File: config.mk
export PLATFORM = sky130hd
export DESIGN_NAME = multicycle_control
export DESIGN_NICKNAME = d
export VERILOG_FILES = /design/src/rtl/multicycle_control_pkg.sv /design/src/rtl/multicycle_control.sv
export SDC_FILE = /design/constraint.sdc
export NUM_CORES = 1
export LEC_CHECK = 0
export ABC_AREA = 1
export CAP_MARGIN = 20
export CORE_AREA = 2 2 47 44
export DETAILED_ROUTE_END_ITERATION = 16
export DIE_AREA = 0 0 49 46
export PLACE_DENSITY_LB_ADDON = 0.2
export SETUP_SLACK_MARGIN = 0.5
export SYNTH_ARGS = -nofsm -noshare
export SYNTH_HDL_FRONTEND = slang
export SYNTH_SLANG_ARGS = --single-unit
File: constraint.sdc
create_clock -name clk -period 2.67 [get_ports clk]
set_clock_uncertainty 0.05 [all_clocks]
set_input_delay 0.534 -clock clk [delete_from_list [all_inputs] [get_ports clk]]
set_output_delay 0.534 -clock clk [all_outputs]
set_load 0.05 [all_outputs]
File: src/rtl/multicycle_control_pkg.sv
// Shared types and encodings for the multicycle MIPS-style control FSM.
package multicycle_control_pkg;

    typedef enum logic [3:0] {
        StFetch  = 4'd0,
        StDecode = 4'd1,
        StMemAdr = 4'd2,
        StMemRd  = 4'd3,
        StMemWb  = 4'd4,
        StMemWr  = 4'd5,
        StRExec  = 4'd6,
        StRWb    = 4'd7,
        StIExec  = 4'd8,
        StIWb    = 4'd9,
        StBranch = 4'd10,
        StJump   = 4'd11
    } state_e;

    localparam logic [5:0] OpR    = 6'b000000;
    localparam logic [5:0] OpLw   = 6'b100011;
    localparam logic [5:0] OpSw   = 6'b101011;
    localparam logic [5:0] OpAddi = 6'b001000;
    localparam logic [5:0] OpAndi = 6'b001100;
    localparam logic [5:0] OpBeq  = 6'b000100;
    localparam logic [5:0] OpBne  = 6'b000101;
    localparam logic [5:0] OpJ    = 6'b000010;

    localparam logic [1:0] AluAdd   = 2'b00;
    localparam logic [1:0] AluSub   = 2'b01;
    localparam logic [1:0] AluFunct = 2'b10;
    localparam logic [1:0] AluAnd   = 2'b11;

    localparam logic [1:0] SrcBReg   = 2'b00;
    localparam logic [1:0] SrcBFour  = 2'b01;
    localparam logic [1:0] SrcBImm   = 2'b10;
    localparam logic [1:0] SrcBImmSh = 2'b11;

    localparam logic [1:0] PcSrcAlu    = 2'b00;
    localparam logic [1:0] PcSrcAluOut = 2'b01;
    localparam logic [1:0] PcSrcJump   = 2'b10;

endpackage

File: src/rtl/multicycle_control.sv
// Multicycle datapath controller: state register plus a Moore-style output decode,
// with memory-ready qualification in FETCH/MEMRD/MEMWR.
module multicycle_control
    import multicycle_control_pkg::*;
#(
    parameter int unsigned OP_W   = 6,
    parameter bit          MEM_HS = 1'b1
) (
    input  logic            clk,
    input  logic            reset,
    input  logic [OP_W-1:0] opcode,
    input  logic            mem_ready,
    output logic            PCWrite,
    output logic            PCWriteCond_Beq,
    output logic            PCWriteCond_Bne,
    output logic            IorD,
    output logic            MemRead,
    output logic            MemWrite,
    output logic            IRWrite,
    output logic            MemtoReg,
    output logic            RegDst,
    output logic            RegWrite,
    output logic            ALUSrcA,
    output logic [1:0]      ALUSrcB,
    output logic [1:0]      ALUOp,
    output logic [1:0]      PCSource,
    output logic            illegal_op,
    output logic [3:0]      state_o
);

    state_e            state_q, state_d;
    logic [OP_W-1:0]   op_q;
    logic              mem_ok;

    // Opcodes are compared zero-extended to the configured opcode width.
    function automatic logic is_op(input logic [OP_W-1:0] v, input logic [5:0] c);
        return v == OP_W'(c);
    endfunction

    assign mem_ok  = MEM_HS ? mem_ready : 1'b1;
    assign state_o = state_q;

    always_ff @(posedge clk) begin
        if (reset) begin
            state_q <= StFetch;
            op_q    <= '0;
        end else begin
            state_q <= state_d;
            if (state_q == StDecode) begin
                op_q <= opcode;
            end
        end
    end

    always_comb begin
        state_d         = state_q;
        PCWrite         = 1'b0;
        PCWriteCond_Beq = 1'b0;
        PCWriteCond_Bne = 1'b0;
        IorD            = 1'b0;
        MemRead         = 1'b0;
        MemWrite        = 1'b0;
        IRWrite         = 1'b0;
        MemtoReg        = 1'b0;
        RegDst          = 1'b0;
        RegWrite        = 1'b0;
        ALUSrcA         = 1'b0;
        ALUSrcB         = SrcBReg;
        ALUOp           = AluAdd;
        PCSource        = PcSrcAlu;
        illegal_op      = 1'b0;

        unique case (state_q)
            StFetch: begin
                MemRead = 1'b1;
                ALUSrcB = SrcBFour;
                IRWrite = mem_ok;
                PCWrite = mem_ok;
                if (mem_ok) begin
                    state_d = StDecode;
                end
            end
            StDecode: begin
                ALUSrcB = SrcBImmSh;
                if (is_op(opcode, OpLw) || is_op(opcode, OpSw)) begin
                    state_d = StMemAdr;
                end else if (is_op(opcode, OpR)) begin
                    state_d = StRExec;
                end else if (is_op(opcode, OpAddi) || is_op(opcode, OpAndi)) begin
                    state_d = StIExec;
                end else if (is_op(opcode, OpBeq) || is_op(opcode, OpBne)) begin
                    state_d = StBranch;
                end else if (is_op(opcode, OpJ)) begin
                    state_d = StJump;
                end else begin
                    illegal_op = 1'b1;
                    state_d    = StFetch;
                end
            end
            StMemAdr: begin
                ALUSrcA = 1'b1;
                ALUSrcB = SrcBImm;
                state_d = is_op(op_q, OpLw) ? StMemRd : StMemWr;
            end
            StMemRd: begin
                MemRead = 1'b1;
                IorD    = 1'b1;
                if (mem_ok) begin
                    state_d = StMemWb;
                end
            end
            StMemWr: begin
                MemWrite = 1'b1;
                IorD     = 1'b1;
                if (mem_ok) begin
                    state_d = StFetch;
                end
            end
            StMemWb: begin
                RegWrite = 1'b1;
                MemtoReg = 1'b1;
                state_d  = StFetch;
            end
            StRExec: begin
                ALUSrcA = 1'b1;
                ALUOp   = AluFunct;
                state_d = StRWb;
            end
            StRWb: begin
                RegWrite = 1'b1;
                RegDst   = 1'b1;
                state_d  = StFetch;
            end
            StIExec: begin
                ALUSrcA = 1'b1;
                ALUSrcB = SrcBImm;
                ALUOp   = is_op(op_q, OpAndi) ? AluAnd : AluAdd;
                state_d = StIWb;
            end
            StIWb: begin
                RegWrite = 1'b1;
                state_d  = StFetch;
            end
            StBranch: begin
                ALUSrcA         = 1'b1;
                ALUOp           = AluSub;
                PCSource        = PcSrcAluOut;
                PCWriteCond_Beq = is_op(op_q, OpBeq);
                PCWriteCond_Bne = is_op(op_q, OpBne);
                state_d         = StFetch;
            end
            StJump: begin
                PCWrite  = 1'b1;
                PCSource = PcSrcJump;
                state_d  = StFetch;
            end
            // Unused encodings recover to FETCH with every output held low.
            default: state_d = StFetch;
        endcase
    end

endmodule

# After elaboration in Yosys (flattened, before gate mapping)

Cells that the tools add are included.

Word-level logic and storage cells: 69
Register bits after elaboration: 10

Muxes and demuxes: 31
Reduce and logical (&&, ||, !) cells: 11
Eq/ne operators: 25

Operators by type and width:

| kind                                                                  | number |
|---|---|
| 4-bit two-way mux                                                     | 8 |
| 4-bit case mux with 7 select lines                                    | 1 |
| 6-bit by 3-bit equality test with 1-bit output, second input constant | 4 |
| 6-bit by 4-bit equality test with 1-bit output, second input constant | 3 |
| 6-bit equality test, second input constant                            | 3 |
| 4-bit by 3-bit equality test with 1-bit output, second input constant | 4 |
| 4-bit equality test, second input constant                            | 4 |
| 1-bit two-way mux                                                     | 16 |
| 2-bit case mux with 3 select lines                                    | 2 |
| 4-bit by 2-bit equality test with 1-bit output, second input constant | 2 |
| 6-bit by 2-bit equality test with 1-bit output, second input constant | 1 |
| 6-bit logical NOT                                                     | 1 |
| 2-bit != test, second input constant                                  | 3 |
| 2-bit OR reduction                                                    | 3 |
| 4-bit by 1-bit equality test with 1-bit output, second input constant | 1 |
| 4-bit logical NOT                                                     | 1 |
| 2-bit case mux with 2 select lines                                    | 1 |
| 4-bit OR reduction                                                    | 1 |
| 1-bit logical OR                                                      | 3 |
| 3-bit two-way mux                                                     | 1 |
| 3-bit AND reduction                                                   | 1 |
| 3-bit OR reduction                                                    | 1 |
| 2-bit two-way mux                                                     | 1 |
| 1-bit case mux with 2 select lines                                    | 1 |

# Logic depth before layout (Yosys ltp)

Gate-level depths: netlist (run 1).

Depth in word-level cells: 7
Depth in mapped cells: 9
Gate-level depth less buffers: 9

# Worst setup path after synthesis (run 1)

Ideal clock, no wire load.

Path kind: flip-flop to output port
Start: register state_q[3], in the netlist state_o[3]
End: output PCWriteCond_Bne
Required time: 2,086 ps
Arrival time: 2,626 ps
Cell stages (with the launch flop): 7
Path slack: -540 ps
Path through: dfxtp_1 -> inv_2 -> nor2_4 -> inv_2 -> nor2_4 -> nand4_1 -> nor3b_1

Cells in the longest elaborated chain, start to end: 2

Ends and longest elaborated chain:

| item                   | RTL line                 | RTL |
|---|---|---|
| from (decl)            | multicycle_control.sv:31 | `state_e state_q, state_d;` |
| from (signal assigned) | multicycle_control.sv:45 | `state_q <= StFetch;` |
| from (signal assigned) | multicycle_control.sv:48 | `state_q <= state_d;` |
| 4-bit equality test    | multicycle_control.sv:73 | `unique case (state_q)` |
| 1-bit two-way mux      | multicycle_control.sv:73 |  |
| to (decl)              | multicycle_control.sv:15 | `output logic PCWriteCond_Bne,` |

No other way between the ends.

# Worst setup path after layout (run 1)

Same ends and word-level chain as after synthesis.

==> results.txt, run 1 <==
----------------------------------------------------
[Timing]
  Headroom to the max-slew limit ... approximately two thirds
  Shortest clock period the worst path allows after layout ... between 2 and 2.5 ns
  Total count of max-transition violations in the final report ... 0
  Highest attainable clock frequency ... around 460 MHz
  Pin slew with the least headroom to its limit ... 0.502 ns
  Number of failing hold endpoints at the final stage ... 0
  Unrepaired setup endpoints after global routing ... true
  Final worst path period share ... between 80% and 90%
  Final setup viols ... 0
  Summed negative setup slack over all endpoints ... 0 ns
  Min Hold Slack ... roughly 0.46 ns

[Yosys]
  Asr flop ratio synth ... 0%
  Largest cells by area after synthesis ... sky130_fd_sc_hd__dfxtp_1 (26%), sky130_fd_sc_hd__nor2_1 (16%), sky130_fd_sc_hd__nand2_1 (14%)
  Number of nets in the synthesized netlist ... 143
  Mapped Area ... 758 um^2
  Number of flops mapped to enable cells by yosys ... 0
  Cell type with the highest aggregate area in the netlist ... sky130_fd_sc_hd__dfxtp_1
  Proportion of synthesized chip area in sequential cells ... a little over a quarter
  Most common cell in the netlist ... sky130_fd_sc_hd__nor2_1
  Dominant synthesized flop cell ... sky130_fd_sc_hd__dfxtp_1
  Ranking of synthesized cells by instance count ... sky130_fd_sc_hd__nor2_1 (32), sky130_fd_sc_hd__nand2_1 (28), sky130_fd_sc_hd__inv_1 (17), sky130_fd_sc_hd__nand3_1 (12), sky130_fd_sc_hd__dfxtp_1 (10)
  Average footprint of a synthesized cell ... between 5 and 6 um^2
  Register bit count reported by yosys ... 10
  Count of distinct cell types in the synthesized netlist ... 18
  Yosys synthesis warning count ... 0
  Area fraction of the dominant cell type after synthesis ... between 20% and 30%
  Post-Synthesis Cells ... around 130

[Critical path]
  CP Class ... flip-flop to output pin
  R2R Path Start ... state_o[2]
  Category of the worst setup path launch point ... flip-flop
  Worst reg2reg setup slack ... around 1.3 ns
  CP arrival ... between 1.5 and 2 ns
  CP startpoint ... state_o[3]
  R2R cell count ... 8
  Required time of the critical path ... ~2.1 ns
  Maximum fanout encountered on the critical timing path ... 3
  Critical register-to-register path endpoint ... state_o[0]
  Crit. End Element ... output pin

[Placement]
  Half-perimeter wire length after placement ... around 1700 um
  Final RePlAce weighted congestion ... 0.864
  Number of buffer cells added on primary ports ... 30
  Number of instances in the placed design ... around 190

[Power]
  Standby leakage power ... between 0.6 and 0.7 nW
  Power density over the cells ... 420 nW/um^2
  Max VDD drop ... 0.468 mV

[Clock network]
  CTS root buffer ... sky130_fd_sc_hd__clkbuf_4
  H-tree lvl count ... 1
  Register clock-pin slew on the reported worst setup and hold paths ... 0.06 ns
  Max Root-Sink Buffers ... 2
  Total clock sinks ... 10
  Number of buffers created by CTS ... 3
  TritonCTS clock tree ... done
  Hold buffer count at cts ... 0
  Worst skew pair latency ... between 0.2 and 0.3 ns

[Die]
  Initial cell density of the core ... 41.6%
  Die boundary width ... between 40 and 50 um
  Boundary pin count ... 31
  Area of the core ... approximately 1800 um^2
  Core Rows ... 15
  Chip height ... roughly 46 um
  Total die area ... around 2300 um^2

[Hold path]
  Depth of the worst hold-timing path ... 2
  Hold Path Class ... flip-flop to flip-flop
  End point of the worst hold path ... op_q[3]
  Launch instance of the worst min-delay path ... op_q[3]

[Run status]
  Result of the run ... completed

[GRT]
  Via count of the first global-routing pass ... 835
  Total gr overflow ... 0
  Antenna violations before repair ... 0
  Global-route wire length before repair ... 3390 um
  Total GRT Usage ... roughly 20%
  Largest net degree at the start of global routing ... 12

[Routing]
  Pre-antenna DRT Iters ... 4
  Routed vias ... approximately 970
  Detailed Route WL ... between 2000 and 2500 um
  Number of DRC markers after the initial detailed-route iteration ... 19
  Vias/cell ... between 4 and 5
  Count of nets left with antenna violations after detail routing ... 0
  WL/cell ... approximately 11 um
  Detailed-route DRC error count ... 0

[Final layout]
  NumNets Final ... about 180
  Layout Area Growth over Synthesis ... 63.7%
  Area of the multi-input gates ... 538 um^2
  Combined flip-flop and latch cell area ... about 210 um^2
  Post-layout utilization of the core ... between 60% and 70%
  Number of antenna cells inserted ... 0
  Final-layout fill cell count ... about 180
  Fraction of final layout cells sized beyond drive strength 1 ... between 20% and 30%
  Number of standard cells in the layout, taps in and fillers out ... between 150 and 200

[Flow run]
  Total of max-cap violations ... 0

----------------------------------------------------
==> worst max path at each step <==
| stage | to | slack (ns) | cells past startpoint |
|---|---|---|---|
| after floorplan | PCWriteCond_Bne | 0.27 | 6 |
| after global placement | illegal_op | 0.39 | 6 |
| after detailed placement | illegal_op | 0.32 | 6 |
| after CTS | ALUOp[1] | 0.37 | 4 |
| after global routing | PCWriteCond_Bne | 0.41 | 7 |
| final | PCWriteCond_Bne | 0.50 | 7 |
==> worst max-delay path, stage by stage (launching register included) <==
cell and delay (ns):
sky130_fd_sc_hd__dfxtp_4 0.36, sky130_fd_sc_hd__inv_4 0.04, sky130_fd_sc_hd__nor2_4 0.11, sky130_fd_sc_hd__inv_2 0.07
sky130_fd_sc_hd__nor2_4 0.10, sky130_fd_sc_hd__nand4_1 0.21, sky130_fd_sc_hd__nor3b_4 0.25, sky130_fd_sc_hd__buf_6 0.18
==> metrics by stage <==
stage | worst slack (ns) | total power [mW] | cell area (um^2)
final | 0.504 | 0.521 | 1240
after global routing | 0.407 | 0.547 | 1240
after CTS | 0.369 | 0.516 | 1220
after detailed placement | 0.320 | 0.379 | 1140
after global placement | 0.387 | 0.376 | 1140
after floorplan | 0.266 | 0.308 | 803
==> cell families after synthesis <==
kind of cell,Yosys count,share of synthesized area (%)
DFF,10,26.4
and+or+nand+nor,87,51.0
buffers and inverters,21,11.4
AOI/OAI and AO/OA,16,11.2
==> cell type report <==
cell class,count,share of cell area (%)
multi-input cells,103,43.3
flip-flops and latches,10,16.7
repair buffers,36,28.2
clock buffers,4,2.92
inverters,20,6.25
well taps,25,2.52
==> flip-flops by register name, summed over array words and instances (netlist names) <==
name,flops
op_q,6
state_o,4
==> power by group <==
part	total [mW]	internal [mW]	switching (mW)
combinational	0.200	0.0749	0.125
sequential	0.184	0.164	0.0206
clock	0.136	0.0829	0.0535
==> metal layers <==
layer  track usage [%]  wire [um]  vias to the layer above  share of wire [%]
met4              11.4         45                        0                2.1
li1                  -          -                      498                  -
met5                 0          0                        -                  0
met3              1.32        104                        5                4.8
met1              22.8        997                      433                 46
met2              36.4       1010                       35                 47
==> placed cells by master (no fill, tap or decap), types with 4 or more instances in the layout <==
master / n
sky130_fd_sc_hd__dlygate4sd2_1: 10
sky130_fd_sc_hd__clkdlybuf4s15_2: 4
sky130_fd_sc_hd__nor2_4: 5
sky130_fd_sc_hd__nand2_2: 5
sky130_fd_sc_hd__o21ai_0: 7
sky130_fd_sc_hd__a21oi_1: 6
sky130_fd_sc_hd__nand3_1: 10
sky130_fd_sc_hd__nor2_1: 29
sky130_fd_sc_hd__clkdlybuf4s50_1: 6
sky130_fd_sc_hd__nand2_1: 28
sky130_fd_sc_hd__dfxtp_1: 6
sky130_fd_sc_hd__buf_4: 8
sky130_fd_sc_hd__inv_1: 16
==> timing repair <==
| action | 4_1_cts | 5_1_grt |
|---|---|---|
| gates resized for setup | 33 | 8 |
| pin swaps | 5 | 5 |
| setup endpoints to repair | 15 | 12 |
| buffers inserted | 2 | 4 |
Power figures use the tool's default switching activity.
==> run 2, diff against run 1 <==
Settings changed: CORE_AREA 2 2 47 44 to 2 2 48 46, DIE_AREA 0 0 49 46 to 0 0 50 48.
Clock period 2.67 ns to 2.3 ns, I/O delays scaled along.
==> run 2 against run 1 <==
Net effect:
- via count grew 35%
- largest power group unchanged
- design area grew 36%
- setup slack got worse by 0.35 ns
- combinational power increased by 77%
- critical path type unchanged
- wire length grew 92%
- critical endpoint unchanged
- flip-flop and latch count is the same
- hold slack improved by 0.087 ns
==> results.txt, run 2 (synthesized netlist as in run 1, its figures left out) <==
----------------------------------------------------
[Routing]
  Count of nets left with antenna violations after detail routing ... 0
  Detailed Route WL ... about 4100 um
  WL/cell ... about 19 um
  Vias/cell ... just under 6
  Detailed-route DRC error count ... 0
  Routed vias ... around 1,300
  Number of DRC markers after the initial detailed-route iteration ... 76
  Pre-antenna DRT Iters ... 6

[Clock network]
  Worst skew pair latency ... between 0.2 and 0.3 ns
  Number of buffers created by CTS ... 3
  CTS root buffer ... sky130_fd_sc_hd__clkbuf_4
  Max Root-Sink Buffers ... 2
  TritonCTS clock tree ... done
  Total clock sinks ... 10
  Register clock-pin slew on the reported worst setup and hold paths ... 0.07 ns
  H-tree lvl count ... 1

[Final layout]
  Final-layout fill cell count ... 77
  Number of standard cells in the layout, taps in and fillers out ... ~220
  Leading cell types in the layout, fill and taps excluded ... sky130_fd_sc_hd__buf_4 (25), sky130_fd_sc_hd__nor2_1 (24), sky130_fd_sc_hd__nand2_1 (19)
  Register containing the most flip-flops in the final layout ... op_q
  NumNets Final ... roughly 210
  Layout Area Growth over Synthesis ... 122%
  Commonest non-fill, non-tap cell in the layout ... sky130_fd_sc_hd__buf_4
  Post-layout utilization of the core ... 90.8%
  Number of antenna cells inserted ... 0
  Fraction of final layout cells sized beyond drive strength 1 ... a little over half
  Flip-flop count of the largest register, all copies and words added ... 6

[Placement]
  Final RePlAce weighted congestion ... slightly below 0.9
  Number of buffer cells added on primary ports ... 30
  Number of instances in the placed design ... 189
  Half-perimeter wire length after placement ... 1730 um
  Worst slack at placement ... between 0.09 and 0.1 ns

[GRT]
  Via count of the first global-routing pass ... between 1,000 and 1,500
  Total GRT Usage ... around 26%
  Total gr overflow ... 0
  Largest net degree at the start of global routing ... 11
  Antenna violations before repair ... 0
  Global-route wire length before repair ... around 4500 um

[Hold path]
  Hold Path Class ... flip-flop to flip-flop

[Flow run]
  Total of max-cap violations ... 0

[Critical path]
  Critical path, cell by cell ... inv_4 -> nor2_4 -> inv_2 -> nor2_4 -> nand4_1 -> nor3b_4 -> buf_12
  Cell type with the highest occurrence count on the critical path ... sky130_fd_sc_hd__nor2_4
  Category of the worst setup path launch point ... flip-flop
  Maximum single-stage delay on the critical path ... roughly 0.38 ns
  CP Class ... flip-flop to output pin
  Required time of the critical path ... 1.79 ns
  Kind of cell adding the most delay to the critical path ... simple AND/OR/NAND/NOR gates
  CP arrival ... about 1.6 ns
  Crit. End Element ... output pin
  Maximum fanout encountered on the critical timing path ... 2
  Sum of buffers and inverters on the critical path ... 3
  CP max-delay cell ... sky130_fd_sc_hd__dfxtp_4

[Die]
  Total die area ... 2400 um^2
  Core Rows ... 15
  Area of the core ... 1860 um^2
  Initial cell density of the core ... approximately two fifths
  Chip height ... 48 um
  Boundary pin count ... 31
  Die boundary width ... 50 um

[Timing]
  Unrepaired setup endpoints after global routing ... true
  Pin slew with the least headroom to its limit ... about 0.50 ns
  Worst-case setup margin in the final layout ... about 0.15 ns
  Total count of max-transition violations in the final report ... 0
  Highest attainable clock frequency ... 466 MHz
  Number of failing hold endpoints at the final stage ... 0
  Shortest clock period the worst path allows after layout ... 2.15 ns
  Headroom to the max-slew limit ... 66.5%
  Final setup viols ... 0
  Final worst path period share ... a little over 90%

[Run status]
  Result of the run ... completed

[Power]
  Max VDD drop ... 0.452 mV
  Power density over the cells ... approximately 430 nW/um^2
  Standby leakage power ... between 0.7 and 0.8 nW

----------------------------------------------------
==> run 2: path summary, 6_finish.rpt <==
path | start | end | slack (ns) | depth (start not counted)
setup / recovery | state_o[3] | PCWriteCond_Bne | 0.15 | 7
hold / removal | op_q[3] | op_q[3] | 0.54 | 2
setup reg to reg | state_o[3] | state_o[0] | 0.60 | 13
hold reg to reg | op_q[3] | op_q[3] | 0.54 | 2
==> run 2: per-layer routing <==
| layer | vias up | track usage (%) | share of wire (%) |
|---|---|---|---|
| li1 | 550 | - | - |
| met5 | - | 0 | 0 |
| met4 | 0 | 16.7 | 7.1 |
| met2 | 114 | 51.6 | 48 |
| met1 | 606 | 26.6 | 37 |
| met3 | 37 | 1.56 | 7.4 |
==> run 2: final cells by class <==
cell class | instances | area [um^2] | share of cell area (%)
well taps | 25 | 31.3 | 1.85
multi-input cells | 103 | 696 | 41.2
flip-flops and latches | 10 | 215 | 12.8
repair buffers | 59 | 623 | 36.9
inverters | 20 | 85.1 | 5.04
clock buffers | 4 | 36.3 | 2.15
==> run 2: repair_timing <==
action                                  4_1_cts  5_1_grt
resized for setup                            51       28
pin swaps                                    14       13
hold buffers                                  0        0
buffers inserted                             16       12
endpoints found under the setup margin       17       19
==> run 2: stage by stage <==
step | setup TNS (ns) | instance area [um^2] | power [mW] | hold slack [ns]
3_5_place_dp | 0 | 1230 | 0.454 | 0.430
5_1_grt | 0 | 1690 | 0.750 | 0.535
4_1_cts | 0 | 1520 | 0.658 | 0.443
2_1_floorplan | -0.0287 | 837 | 0.359 | 0.406
6_report | 0 | 1690 | 0.733 | 0.544
3_3_place_gp | 0 | 1230 | 0.450 | 0.426
==> run 2: power breakdown <==
| group | total [mW] | switching, mW | internal, mW |
|---|---|---|---|
| clock network | 0.165 | 0.0688 | 0.0962 |
| registers | 0.213 | 0.0251 | 0.188 |
| logic | 0.355 | 0.207 | 0.148 |
==> run 2: worst min-delay path, cell delays in order (launching register included) <==
cell	delay [ns]
sky130_fd_sc_hd__dfxtp_1	0.34
sky130_fd_sc_hd__inv_1	0.10
sky130_fd_sc_hd__a21oi_1	0.10
